### src/rtl/gpio_bank_pkg.sv
// Shared register map, interrupt bit position and sizing helper for demo_gpio_bank.
// Pure declarations: no latency, no flow control.
package gpio_bank_pkg;

    localparam logic [2:0] REG_LED_DATA     = 3'd0;
    localparam logic [2:0] REG_BLINK_MASK   = 3'd1;
    localparam logic [2:0] REG_BLINK_PERIOD = 3'd2;
    localparam logic [2:0] REG_SW_STATE     = 3'd3;
    localparam logic [2:0] REG_KEY_STATE    = 3'd4;
    localparam logic [2:0] REG_SW_EDGE      = 3'd5;
    localparam logic [2:0] REG_KEY_EDGE     = 3'd6;
    localparam logic [2:0] REG_IRQ_MASK     = 3'd7;

    localparam int IRQ_KEY_BIT = 31;

    // Smallest width (at least 1) whose range covers 0 .. value-1.
    function automatic int clog2(input int value);
        int r;
        r = 1;
        while ((1 << r) < value) r++;
        return r;
    endfunction

endpackage

### src/rtl/gpio_debounce.sv
// Per-channel 2-flop synchroniser plus debounce counter with one-cycle change pulse.
// Latency 2 + DEBOUNCE_CYCLES from pin to pulse; no backpressure, pulse is fire-and-forget.
module gpio_debounce
    import gpio_bank_pkg::*;
#(
    parameter int WIDTH           = 1,
    parameter int DEBOUNCE_CYCLES = 2,
    parameter bit INVERT          = 1'b0
) (
    input  logic             clk_i,
    input  logic             rst_i,
    input  logic [WIDTH-1:0] pins_i,
    output logic [WIDTH-1:0] stable_o,
    output logic [WIDTH-1:0] change_o
);

    localparam int             CW      = clog2(DEBOUNCE_CYCLES);
    localparam logic [CW-1:0]  CNT_MAX = CW'(DEBOUNCE_CYCLES - 1);

    logic [WIDTH-1:0] sync1_q;
    logic [WIDTH-1:0] sync2_q;
    logic [WIDTH-1:0] stable_q;
    logic [WIDTH-1:0] change_q;
    logic [CW-1:0]    cnt_q [WIDTH];

    always_ff @(posedge clk_i) begin
        if (rst_i) begin
            sync1_q  <= '0;
            sync2_q  <= '0;
            stable_q <= '0;
            change_q <= '0;
            for (int i = 0; i < WIDTH; i++) cnt_q[i] <= '0;
        end else begin
            // Polarity is fixed before synchronising so "stable = 0" always means idle.
            sync1_q <= pins_i ^ {WIDTH{INVERT}};
            sync2_q <= sync1_q;
            for (int i = 0; i < WIDTH; i++) begin
                change_q[i] <= 1'b0;
                if (sync2_q[i] != stable_q[i]) begin
                    if (cnt_q[i] == CNT_MAX) begin
                        stable_q[i] <= sync2_q[i];
                        change_q[i] <= 1'b1;
                        cnt_q[i]    <= '0;
                    end else begin
                        cnt_q[i] <= cnt_q[i] + CW'(1);
                    end
                end else begin
                    cnt_q[i] <= '0;
                end
            end
        end
    end

    assign stable_o = stable_q;
    assign change_o = change_q;

endmodule

### src/rtl/demo_gpio_bank.sv
// Avalon-MM GPIO bank: LEDs with blink, debounced switches/keys, W1C edge capture, maskable irq.
// Read latency 1, writes visible next cycle, leds one cycle later; no waitrequest, never stalls.
module demo_gpio_bank
    import gpio_bank_pkg::*;
#(
    parameter int NUM_LEDS        = 10,
    parameter int NUM_SWITCHES    = 10,
    parameter int NUM_KEYS        = 3,
    parameter bit KEYS_ACTIVE_LOW = 1'b1,
    parameter int DEBOUNCE_CYCLES = 50000
) (
    input  logic                    clk_clk,
    input  logic                    reset_reset,
    input  logic [2:0]              avs_address,
    input  logic                    avs_read,
    input  logic                    avs_write,
    input  logic [31:0]             avs_writedata,
    output logic [31:0]             avs_readdata,
    output logic                    irq,
    output logic [NUM_LEDS-1:0]     leds_new_signal,
    input  logic [NUM_SWITCHES-1:0] switches_new_signal,
    input  logic [NUM_KEYS-1:0]     keys_new_signal
);

    localparam logic [31:0] IRQ_MASK_WMASK =
        32'((64'd1 << NUM_SWITCHES) - 64'd1) | (32'd1 << IRQ_KEY_BIT);

    logic [NUM_LEDS-1:0]     led_data_q, blink_mask_q, leds_q;
    logic [31:0]             blink_period_q, blink_cnt_q, irq_mask_q, readdata_q, rd_mux;
    logic                    phase_q, irq_q;
    logic [NUM_SWITCHES-1:0] sw_stable, sw_change, sw_edge_q, sw_edge_d, sw_clr;
    logic [NUM_KEYS-1:0]     key_stable, key_change, key_edge_q, key_edge_d, key_clr;

    gpio_debounce #(.WIDTH(NUM_SWITCHES), .DEBOUNCE_CYCLES(DEBOUNCE_CYCLES), .INVERT(1'b0)) u_sw_db (
        .clk_i(clk_clk), .rst_i(reset_reset), .pins_i(switches_new_signal),
        .stable_o(sw_stable), .change_o(sw_change)
    );

    gpio_debounce #(.WIDTH(NUM_KEYS), .DEBOUNCE_CYCLES(DEBOUNCE_CYCLES), .INVERT(KEYS_ACTIVE_LOW)) u_key_db (
        .clk_i(clk_clk), .rst_i(reset_reset), .pins_i(keys_new_signal),
        .stable_o(key_stable), .change_o(key_change)
    );

    always_comb begin
        rd_mux = '0;
        case (avs_address)
            REG_LED_DATA:     rd_mux = 32'(led_data_q);
            REG_BLINK_MASK:   rd_mux = 32'(blink_mask_q);
            REG_BLINK_PERIOD: rd_mux = blink_period_q;
            REG_SW_STATE:     rd_mux = 32'(sw_stable);
            REG_KEY_STATE:    rd_mux = 32'(key_stable);
            REG_SW_EDGE:      rd_mux = 32'(sw_edge_q);
            REG_KEY_EDGE:     rd_mux = 32'(key_edge_q);
            REG_IRQ_MASK:     rd_mux = irq_mask_q;
            default:          rd_mux = '0;
        endcase
    end

    // Set is OR-ed in after the clear so a coincident change pulse wins.
    always_comb begin
        sw_clr     = (avs_write && avs_address == REG_SW_EDGE)  ? avs_writedata[NUM_SWITCHES-1:0] : '0;
        key_clr    = (avs_write && avs_address == REG_KEY_EDGE) ? avs_writedata[NUM_KEYS-1:0]     : '0;
        sw_edge_d  = (sw_edge_q & ~sw_clr) | sw_change;
        key_edge_d = (key_edge_q & ~key_clr) | (key_change & key_stable);
    end

    always_ff @(posedge clk_clk) begin
        if (reset_reset) begin
            led_data_q     <= '0;
            blink_mask_q   <= '0;
            blink_period_q <= '0;
            irq_mask_q     <= '0;
            sw_edge_q      <= '0;
            key_edge_q     <= '0;
            readdata_q     <= '0;
        end else begin
            if (avs_read) readdata_q <= rd_mux;
            if (avs_write) begin
                case (avs_address)
                    REG_LED_DATA:     led_data_q     <= avs_writedata[NUM_LEDS-1:0];
                    REG_BLINK_MASK:   blink_mask_q   <= avs_writedata[NUM_LEDS-1:0];
                    REG_BLINK_PERIOD: blink_period_q <= avs_writedata;
                    REG_IRQ_MASK:     irq_mask_q     <= avs_writedata & IRQ_MASK_WMASK;
                    default:          ;
                endcase
            end
            sw_edge_q  <= sw_edge_d;
            key_edge_q <= key_edge_d;
        end
    end

    // Compare with >= so shrinking the period mid-count still wraps promptly.
    always_ff @(posedge clk_clk) begin
        if (reset_reset) begin
            blink_cnt_q <= '0;
            phase_q     <= 1'b1;
        end else if (avs_write && avs_address == REG_BLINK_PERIOD) begin
            blink_cnt_q <= '0;
        end else if (blink_period_q == 32'd0) begin
            blink_cnt_q <= '0;
            phase_q     <= 1'b1;
        end else if (blink_cnt_q >= blink_period_q - 32'd1) begin
            blink_cnt_q <= '0;
            phase_q     <= ~phase_q;
        end else begin
            blink_cnt_q <= blink_cnt_q + 32'd1;
        end
    end

    always_ff @(posedge clk_clk) begin
        if (reset_reset) begin
            leds_q <= '0;
            irq_q  <= 1'b0;
        end else begin
            leds_q <= led_data_q & (~blink_mask_q | {NUM_LEDS{phase_q}});
            irq_q  <= (|(sw_edge_q & irq_mask_q[NUM_SWITCHES-1:0]))
                    | (irq_mask_q[IRQ_KEY_BIT] & (|key_edge_q));
        end
    end

    assign avs_readdata    = readdata_q;
    assign irq             = irq_q;
    assign leds_new_signal = leds_q;

endmodule
### config.mk
export PLATFORM = sky130hd
export DESIGN_NAME = demo_gpio_bank
export DESIGN_NICKNAME = d
export VERILOG_FILES = /design/src/rtl/gpio_bank_pkg.sv /design/src/rtl/gpio_debounce.sv /design/src/rtl/demo_gpio_bank.sv
export SDC_FILE = /design/constraint.sdc
export NUM_CORES = 1
export LEC_CHECK = 0
export CORE_UTILIZATION = 68
export CTS_BUF_LIST = sky130_fd_sc_hd__clkbuf_4 sky130_fd_sc_hd__clkbuf_8
export DETAILED_ROUTE_END_ITERATION = 8
export PLACE_DENSITY = 0.93
export SETUP_SLACK_MARGIN = 0.1
export SLEW_MARGIN = 40
export SYNTH_ARGS = -nofsm -noshare
export SYNTH_HDL_FRONTEND = slang
export SYNTH_SLANG_ARGS = --single-unit
### constraint.sdc
create_clock -name clk_clk -period 9.03 [get_ports clk_clk]
set_input_delay 2.2575 -clock clk_clk [delete_from_list [all_inputs] [get_ports clk_clk]]
set_output_delay 2.2575 -clock clk_clk [all_outputs]
set_load 0.02 [all_outputs]
==> impl_metrics.json, run 1 <==
{
  "grt-ovfl-total": 0,
  "htree_levels": 3,
  "ff2ff_path_depth": 12,
  "clockBufferDepth": 3,
  "core-area_um2": 28800,
  "gp_congestion": 0.848,
  "clk_pin_slew_ps": 60,
  "grt_util_met3": 0.0612,
  "drtIter0Drc": 1315,
  "wl_per_cell_um": 16.4,
  "cap_violations": 0,
  "numCtsBuffers": 68,
  "rows": 62,
  "met2_usage": 0.550,
  "yosysTopAreaCell": "edfxtp_1",
  "period_minus_slack_ps": 4590,
  "syn-cell-area_um2": 19900,
  "min_period_over_period": 0.508,
  "fin_setup_tns_ps": 0,
  "dr.pass1.iters": 5,
  "postCtsSetupBuffers": 0,
  "die_w_um": 173,
  "hp-class": "register to register",
  "worstHoldPathCells": 1,
  "cts_tree": "yes",
  "pin_count": 95,
  "ir_worst_vdd_mv": 0.164,
  "area_delta_synth_final_pct": 17.0,
  "dieArea_um2": 30000,
  "status": "finished, final reports clean",
  "ys_seq_area_frac": 0.518,
  "busiest_layer": "met2",
  "grt_pass1_wl_um": 76400,
  "cp.required_ps": 9520,
  "yosys_warnings": 0,
  "wirelength_um": 46500,
  "grt_max_degree": 125,
  "synth_top_area_share": 0.313,
  "start_util": 0.693,
  "ctsHoldBuffers": 0,
  "path_class": "input pin to register",
  "drtAntennaViolNets": 0,
  "rsz0062_at_grt": "no",
  "vias": 16100,
  "drc": 0,
  "p_leak_nw": 8.67,
  "ys_ff_latch": 412,
  "use_met1": 0.353,
  "die_h_um": 173,
  "yosysUniqueCellTypes": 59,
  "finClkSkew_ps": 31.5,
  "hpwlAfterDp_um": 30700,
  "track_usage": 0.311,
  "cts-root-buf": "clkbuf_8",
  "synth_edf_count": 208,
  "cp-start-kind": "input pin",
  "yosys-top-cells-area": "edfxtp_1 31%, dfxtp_1 20%, nor2_1 7.2%, xor2_1 6.2%, nand2_1 5.0%",
  "drive_gt1_frac": 0.0614,
  "insertion_delay_ps": 590,
  "syn_inst": 2090,
  "cts.sinks": 412,
  "port_buffers": 94,
  "synth-async-reset-ratio": 0,
  "cts_resized": 0,
  "drv_slew": 0,
  "ys.flop_type": "edfxtp_1",
  "cp_data_arrival_time_ps": 5070,
  "syn_avg_cell_area_um2": 9.54,
  "max-slew-margin-rel": 0.440,
  "antenna_found_initial": 1,
  "worst_slew_pin_slew_ps": 837,
  "path_max_fanout": 37,
  "end_kind": "register",
  "fmax_mhz": 218,
  "vias_per_cell": 5.71,
  "setup_violations": 0,
  "total_power_mw": 4.10,
  "final_nets": 2487,
  "finalHoldViolCount": 0,
  "first_global_vias": 16400,
  "power_density_nw_per_um2": 176
}
layout by cell type (no fill, tap or decap), types with 55 or more instances in the layout:
| cell | Yosys | final |
|---|---|---|
| a21oi_1 | 131 | 131 |
| and3_1 | 55 | 55 |
| clkbuf_8 | 0 | 89 |
| clkdlybuf4s50_1 | 0 | 92 |
| conb_1 | 1 | 208 |
| dfxtp_1 | 204 | 204 |
| edfxtp_1 | 208 | 208 |
| nand2_1 | 267 | 267 |
| nand3_1 | 79 | 79 |
| nor2_1 | 384 | 382 |
| nor2b_1 | 66 | 66 |
| xnor2_1 | 111 | 111 |
| xor2_1 | 141 | 141 |
final timing paths:
path                            from                  to  slack, ps
setup reg to reg   blink_period_q[0]      blink_cnt_q[3]       4590
setup / recovery      avs_address[2]      blink_cnt_q[3]       4440
hold / removal    u_sw_db.sync1_q[3]  u_sw_db.sync2_q[3]        440
hold reg to reg   u_sw_db.sync1_q[3]  u_sw_db.sync2_q[3]        440
through the flow:
step	area [um^2]	utilization	setup slack, ps	std cells	hold slack, ps
3_3_place_gp	21900	0.759	4230	2702	420
5_1_grt	23300	0.810	4320	2827	461
2_1_floorplan	20700	-	5370	2297	413
6_report	23300	0.810	4440	2827	443
4_1_cts	23300	0.810	4510	2826	444
3_5_place_dp	21900	0.759	4060	2702	431
layer usage:
| metal | routed length, um | up-vias |
|---|---|---|
| met5 | 0 | - |
| met4 | 2220 | 0 |
| met3 | 2920 | 200 |
| met2 | 23600 | 667 |
| met1 | 17800 | 7627 |
| li1 | - | 7636 |
cells by family after synthesis:
kind of cell	after synthesis	synth area share
buffers and inverters	97	0.0201
AOI/OAI and AO/OA	190	0.0548
adders and majority gates	47	0.0295
muxes	30	0.0164
xor gates and xnor gates	252	0.111
and+or+nand+nor	1061	0.250
other	1	0.000188
DFF	412	0.518
synth_stat cells, types with 6 or more instances:
| master | number |
|---|---|
| nor2_1 | 384 |
| nor4_1 | 18 |
| and3_1 | 55 |
| nor4b_1 | 8 |
| nand4_1 | 53 |
| buf_1 | 8 |
| o21ai_0 | 8 |
| nand3_1 | 79 |
| nor3_1 | 53 |
| nand2_1 | 267 |
| or2_2 | 7 |
| nor2b_1 | 66 |
| a211oi_1 | 12 |
| clkbuf_1 | 62 |
| edfxtp_1 | 208 |
| nand2b_1 | 13 |
| a22oi_1 | 14 |
| dfxtp_1 | 204 |
| xor2_1 | 141 |
| xnor2_1 | 111 |
| mux2i_1 | 26 |
| a21oi_1 | 131 |
| or3_1 | 6 |
| inv_1 | 18 |
| nor3b_1 | 14 |
| ha_1 | 47 |
| and4_1 | 12 |
where the power goes:
part / internal [mW] / switching, mW / total (mW)
combinational: 0.118 / 0.175 / 0.293
clock: 0.970 / 0.754 / 1.72
sequential: 2.02 / 0.0595 / 2.08
worst max-delay path, stage by stage:
cell and delay (ps):
clkdlybuf4s50_1 510, buf_4 370, nand2b_1 250, nor2_2 50, buf_4 270, a311oi_1 480
nand3b_2 560, nor2_1 310
final cells by class:
cell class / instances / area, um^2
diodes: 1 / 2.50
clock buffers: 103 / 1320
clock inverters: 21 / 140
fillers: 1602 / 5450
inverters: 18 / 67.6
multi-input cells: 1788 / 10000
flip-flops and latches: 412 / 10300
well taps: 384 / 480
repair buffers: 100 / 985
sequential cells by signal (all words and copies together), names as in the netlist, 10 cells and up:
name / flops
u_sw_db.stable_o: 10
u_sw_db.sync2_q: 10
sw_edge_q: 10
blink_period_q: 32
u_sw_db.sync1_q: 10
leds_new_signal: 10
led_data_q: 10
irq_mask_q: 11
blink_mask_q: 10
u_sw_db.cnt_q: 160
u_key_db.cnt_q: 48
avs_readdata: 32
u_sw_db.change_o: 10
blink_cnt_q: 32
No activity file was read; power rests on OpenSTA's default activity.
==> run 2, diff against run 1 <==
--- a/config.mk
+++ b/config.mk
@@ -5,10 +5,10 @@
 export SDC_FILE = /design/constraint.sdc
 export NUM_CORES = 1
 export LEC_CHECK = 0
-export CORE_UTILIZATION = 68
+export CORE_UTILIZATION = 63
 export CTS_BUF_LIST = sky130_fd_sc_hd__clkbuf_4 sky130_fd_sc_hd__clkbuf_8
 export DETAILED_ROUTE_END_ITERATION = 8
-export PLACE_DENSITY = 0.93
+export PLACE_DENSITY = 0.88
 export SETUP_SLACK_MARGIN = 0.1
 export SLEW_MARGIN = 40
 export SYNTH_ARGS = -nofsm -noshare
==> constraint.sdc (replaced) <==
create_clock -name clk_clk -period 4.3 [get_ports clk_clk]
set_input_delay 1.075 -clock clk_clk [delete_from_list [all_inputs] [get_ports clk_clk]]
set_output_delay 1.075 -clock clk_clk [all_outputs]
set_load 0.02 [all_outputs]
==> run 2 against run 1 <==
Effect of this change:
- the run now ends with design-rule violations left
- sequential share of layout area decreased by 0.18 points
- critical endpoint is now blink_cnt_q[5]
- core utilization decreased by 5.1 points
- non-clock buffer count increased by 3
- clock skew increased by 3.8 ps
- die area increased by 7.8%
- critical path depth increased by 5
- worst hold slack got worse by 12 ps
- first-iteration DRC count increased by 6.8%
==> impl_metrics.json, run 2 (synthesized netlist as in run 1, its figures left out) <==
{
  "clockBufferDepth": 3,
  "setup_violations": 0,
  "numCtsBuffers": 68,
  "ff2ff_path_depth": 13,
  "final_nets": 2490,
  "drv_slew": 0,
  "die_h_um": 180,
  "rr_startpoint": "blink_period_q[7]",
  "final_cell_mix": "381 x nor2_1, 267 x nand2_1, 208 x edfxtp_1, 208 x conb_1, 204 x dfxtp_1",
  "wirelength_um": 44500,
  "drtAntennaViolNets": 0,
  "fin_cells": 2843,
  "hp-class": "register to register",
  "drive_gt1_frac": 0.0646,
  "worst_slew_pin_slew_ps": 849,
  "hpwlAfterDp_um": 30600,
  "start_util": 0.647,
  "vias": 15800,
  "rr_endpoint": "blink_cnt_q[5]",
  "drtIter0Drc": 1405,
  "clk_pin_slew_ps": 60,
  "total_power_mw": 8.68,
  "cp.required_ps": 4770,
  "die_w_um": 180,
  "cts-root-buf": "clkbuf_8",
  "htree_levels": 3,
  "pin_count": 95,
  "violations": "design-rule violations",
  "period_minus_slack_ps": 3840,
  "end_kind": "register",
  "track_usage": 0.274,
  "max-slew-margin-rel": 0.434,
  "cts_tree": "yes",
  "cp_cell_sequence": "or4_4, nor4_4, nand2_1, nor3_1, nand2_1, xor2_1, ha_1, nand4_1, nor4_1, o41ai_1, nand3b_2, buf_4, nor2_1",
  "largest_reg_flops": 160,
  "reg.largest.list": "u_sw_db.cnt_q (160), u_key_db.cnt_q (48)",
  "core-area_um2": 30800,
  "fmax_mhz": 261,
  "largest_register": "u_sw_db.cnt_q",
  "port_buffers": 94,
  "worstHoldPathCells": 1,
  "grt_max_degree": 93,
  "fillers": 2010,
  "insertion_delay_ps": 590,
  "finClkSkew_ps": 35.3,
  "placed_cells": 2717,
  "dr.pass1.iters": 9,
  "min_to": "u_sw_db.sync2_q[1]",
  "ff2ff_setup_slack_ps": 460,
  "power_density_nw_per_um2": 371,
  "layout_commonest_cell": "nor2_1",
  "postCtsSetupBuffers": 0,
  "drc": 18,
  "rsz0062_at_grt": "no",
  "fin_setup_tns_ps": 0,
  "ir_worst_vdd_mv": 0.270,
  "path_class": "register to register",
  "cp-start-kind": "register",
  "first_global_vias": 15400,
  "cp_data_arrival_time_ps": 4300,
  "antenna_found_initial": 2,
  "ctsHoldBuffers": 0,
  "cap_violations": 0,
  "gp_congestion": 0.925,
  "grt-ovfl-total": 0,
  "cts.sinks": 412,
  "rows": 64,
  "area_delta_synth_final_pct": 17.4,
  "finalHoldViolCount": 0,
  "min_from": "u_sw_db.sync1_q[1]",
  "p_leak_nw": 8.72,
  "path_common_cell": "nand2_1",
  "cts_resized": 0,
  "cpMaxStageDelayCell": "or4_4",
  "path_max_fanout": 31,
  "wl_per_cell_um": 15.7,
  "dieArea_um2": 32400,
  "status": "finished, violations left",
  "min_period_over_period": 0.892,
  "grt_pass1_wl_um": 72800,
  "cpPeakStageDelay_ps": 590,
  "vias_per_cell": 5.56
}
[run 2: stage by stage]
step | cell area, um^2 | worst slack, ps | hold WS [ps] | util
floorplan | 20700 | 906 | 413 | -
global placement | 21900 | 720 | 419 | 0.710
detailed placement | 21900 | 588 | 426 | 0.711
CTS | 23400 | 542 | 440 | 0.759
global route | 23400 | 252 | 450 | 0.760
finish | 23400 | 463 | 431 | 0.760
[run 2: how the worst max path moves through the flow]
| stage | to | cells past startpoint | startpoint |
|---|---|---|---|
| floorplan | blink_cnt_q[27] | 15 | blink_period_q[7] |
| global placement | blink_cnt_q[17] | 14 | blink_period_q[7] |
| detailed placement | blink_cnt_q[10] | 13 | blink_period_q[7] |
| CTS | blink_cnt_q[23] | 14 | blink_period_q[7] |
| global route | blink_cnt_q[25] | 14 | blink_period_q[7] |
| finish | blink_cnt_q[5] | 13 | blink_period_q[7] |
[run 2: cell type report]
| cell class | count | area (um^2) | share of cell area |
|---|---|---|---|
| tap | 396 | 495 | 0.0212 |
| antenna | 3 | 7.51 | 0.000321 |
| timing repair buffer | 103 | 1010 | 0.0432 |
| clock inverter | 8 | 92.6 | 0.00395 |
| sequential | 412 | 10300 | 0.441 |
| inverter | 18 | 67.6 | 0.00289 |
| clock buffer | 115 | 1410 | 0.0601 |
| multi-input combinational | 1788 | 10000 | 0.427 |
[run 2: where the power goes]
group | internal, mW | total (mW) | switching [mW]
registers | 4.24 | 4.37 | 0.122
clock network | 2.18 | 3.70 | 1.52
logic | 0.253 | 0.614 | 0.361
total | 6.68 | 8.68 | 2.01
[run 2: per-layer routing]
metal,vias to the layer above,track usage,share of wire
met5,-,0,0
met4,0,0.109,0.035
met3,127,0.0367,0.065
met2,526,0.471,0.48
met1,7521,0.352,0.42
li1,7644,-,-
[run 2: critical path, delay by kind of cell, from the launching register on]
kind,cells,cell delay (ps)
compound gates,1,200
xor+xnor,1,160
fa+ha+maj,1,320
buf+inv,1,330
flops,1,390
simple gates,9,2300
==> patch: new RTL, config.mk and constraints of run 2 <==
`NUM_KEYS`: 3 -> 6.
--- a/src/rtl/demo_gpio_bank.sv
+++ b/src/rtl/demo_gpio_bank.sv
@@ -7,3 +7,3 @@
     parameter int NUM_SWITCHES    = 10,
-    parameter int NUM_KEYS        = 3,
+    parameter int NUM_KEYS        = 6,
     parameter bit KEYS_ACTIVE_LOW = 1'b1,
Ports: changed (resized keys_new_signal); port bits go from 95 to 98. The function was not compared with the original's and may differ.
==> patch against run 2 <==
The flow still finishes with violations (DRC); power up 13%; synthesized cell count increased by 13%; cell count grew 14%; global-route usage grew 0.47 points; sequential cell count rose by 63; combinational power grew 9.6%; count of clock-buffer cells in the layout up 3; area after synthesis grew 15%; worst setup slack worse by 33 ps; sequential power is 16% higher; die area increased by 15%; wire length increased by 13%; design area rose by 15%.
==> patch: results (changes against run 2) <==
Peak supply drop = 0.457 mV (was 0.270 mV)
Seq pwr = 5.07 mW (was 4.37 mW)
Post-route DRC = 12 (was 18)
Initial antenna violation count = 0 (was 2)
Via/cell ratio = 5.45 (was 5.56)
Routability Congestion = 0.885 (was 0.925)
Synth cell count leaders = 450 x nor2_1, 296 x nand2_1, 256 x edfxtp_1, 219 x dfxtp_1, 168 x xor2_1 (was 384 x nor2_1, 267 x nand2_1, 208 x edfxtp_1, 204 x dfxtp_1, 141 x xor2_1)
Slew @ Worst Pin = 846 ps (was 849 ps)
Pre-CTS setup slack = 206 ps (was 588 ps)
Clk_skew = 25.2 ps (was 35.3 ps)
Port Buffers = 97 (was 94)
Status = finished, violations left (unchanged)
Final-layout fill cell count = 2385 (was 2010)
Synth top area cells = edfxtp_1 34%, dfxtp_1 19%, nor2_1 7.4% (was edfxtp_1 31%, dfxtp_1 20%, nor2_1 7.2%)
Detailed Place HPWL = 35100 µm (was 30600 µm)
Placed insts = 3104 (was 2717)
Slowest cell on crit path = or4_4 (unchanged)
Syn_area_per_cell = 9.69 µm² (was 9.54 µm²)
Placed cell area = 0.0251 mm² (was 0.0219 mm²)
Largest net degree at the start of global routing = 116 (was 93)
HP Class = reg -> reg (unchanged)
Post-synth EDFFs = 256 (was 208)
Clock Latency Late Sink = 630 ps (was 590 ps)
CP max stage delay = 600 ps
Routed wire per std cell = 15.6 µm (was 15.7 µm)
Largest fanout on the critical path = 32 (was 31)
Seq/Total Area, Yosys = 52.8% (was 51.8%)
First-pass GRT wire length = 83000 µm (was 72800 µm)
Finished Layout Cells = 3244 (was 2843)
DRT Pass-1 Iters = 8 (was 9)
Final #Nets = 2828 (was 2490)
P_comb = 673 µW (was 614 µW)
Failing checks = DRC (unchanged)
Top Registers = u_sw_db.cnt_q: 160 flops, u_key_db.cnt_q: 96 flops (was u_sw_db.cnt_q: 160 flops, u_key_db.cnt_q: 48 flops)
Synth warnings = 0 (unchanged)
Switching share of power = 23.5% (was 23.1%)
Clk pwr = 4.12 mW (was 3.70 mW)
Detailed router's first-iteration violation count = 1249 (was 1405)
Post-synthesis async set-or-reset flop share = 0% (unchanged)
H-tree depth = 3 (unchanged)
CTS max path bufs = 3 (unchanged)
Static leakage = 10.0 nW (was 8.72 nW)
Critical path arrival = 4420 ps (was 4300 ps)
Share of cells above drive strength 1 = 6.61% (was 6.46%)
Synth cell types = 64 (was 59)
Tot GR Track Use = 27.9% (was 27.4%)
Clock buffer count from CTS = 77 (was 68)
patch: final cells by class:
| class | instances | area (µm²) | share of cell area [%] |
|---|---|---|---|
| Sequential cell | 475 | 12100 | 45.0 |
| Antenna cell | 1 | 2.50 | 0.00933 |
| Clock buffer | 118 | 1450 | 5.40 |
| Clock inverter | 20 | 190 | 0.709 |
| Tap cell | 461 | 577 | 2.15 |
| Multi-Input combinational cell | 2022 | 11300 | 42.2 |
| Timing Repair Buffer | 110 | 1070 | 4.00 |
| Inverter | 37 | 139 | 0.518 |
patch: what timing repair did:
action | 4_1_cts | 5_1_grt
resized for setup | 0 | 6
buffers inserted | 0 | 1
setup endpoints to repair | 0 | 33
patch: kinds of logic after synthesis:
| kind of cell | synth area share [%] |
|---|---|
| multiplexers | 1.65 |
| XOR/XNOR | 11.3 |
| flip-flops | 52.8 |
| buffers and inverters | 2.14 |
| other | 0.0164 |
| adder cells (fa/ha/maj) | 2.73 |
| AO/OA/AOI/OAI | 4.93 |
| AND/OR/NAND/NOR | 24.4 |
patch: worst paths after layout:
kind	from	cells after the start	slack, ps	end
worst max-delay path	blink_period_q[14]$_SDFFE_PP0P_	14	430	blink_cnt_q[28]$_SDFF_PP0_
worst min-delay path	u_sw_db.sync1_q[9]$_SDFF_PP0_	1	430	u_sw_db.sync2_q[9]$_SDFF_PP0_
worst max register to register	blink_period_q[14]$_SDFFE_PP0P_	14	430	blink_cnt_q[28]$_SDFF_PP0_
worst min register to register	u_sw_db.sync1_q[9]$_SDFF_PP0_	1	430	u_sw_db.sync2_q[9]$_SDFF_PP0_
patch: per-layer routing:
layer	share of wire (%)	wire [µm]	vias to the layer above	global-route usage (%)
met1	41	20900	8381	34.7
met4	3.0	1500	0	11.3
met2	49	24600	546	46.8
met5	0	0	-	0
met3	6.9	3460	135	6.51
li1	-	-	8626	-
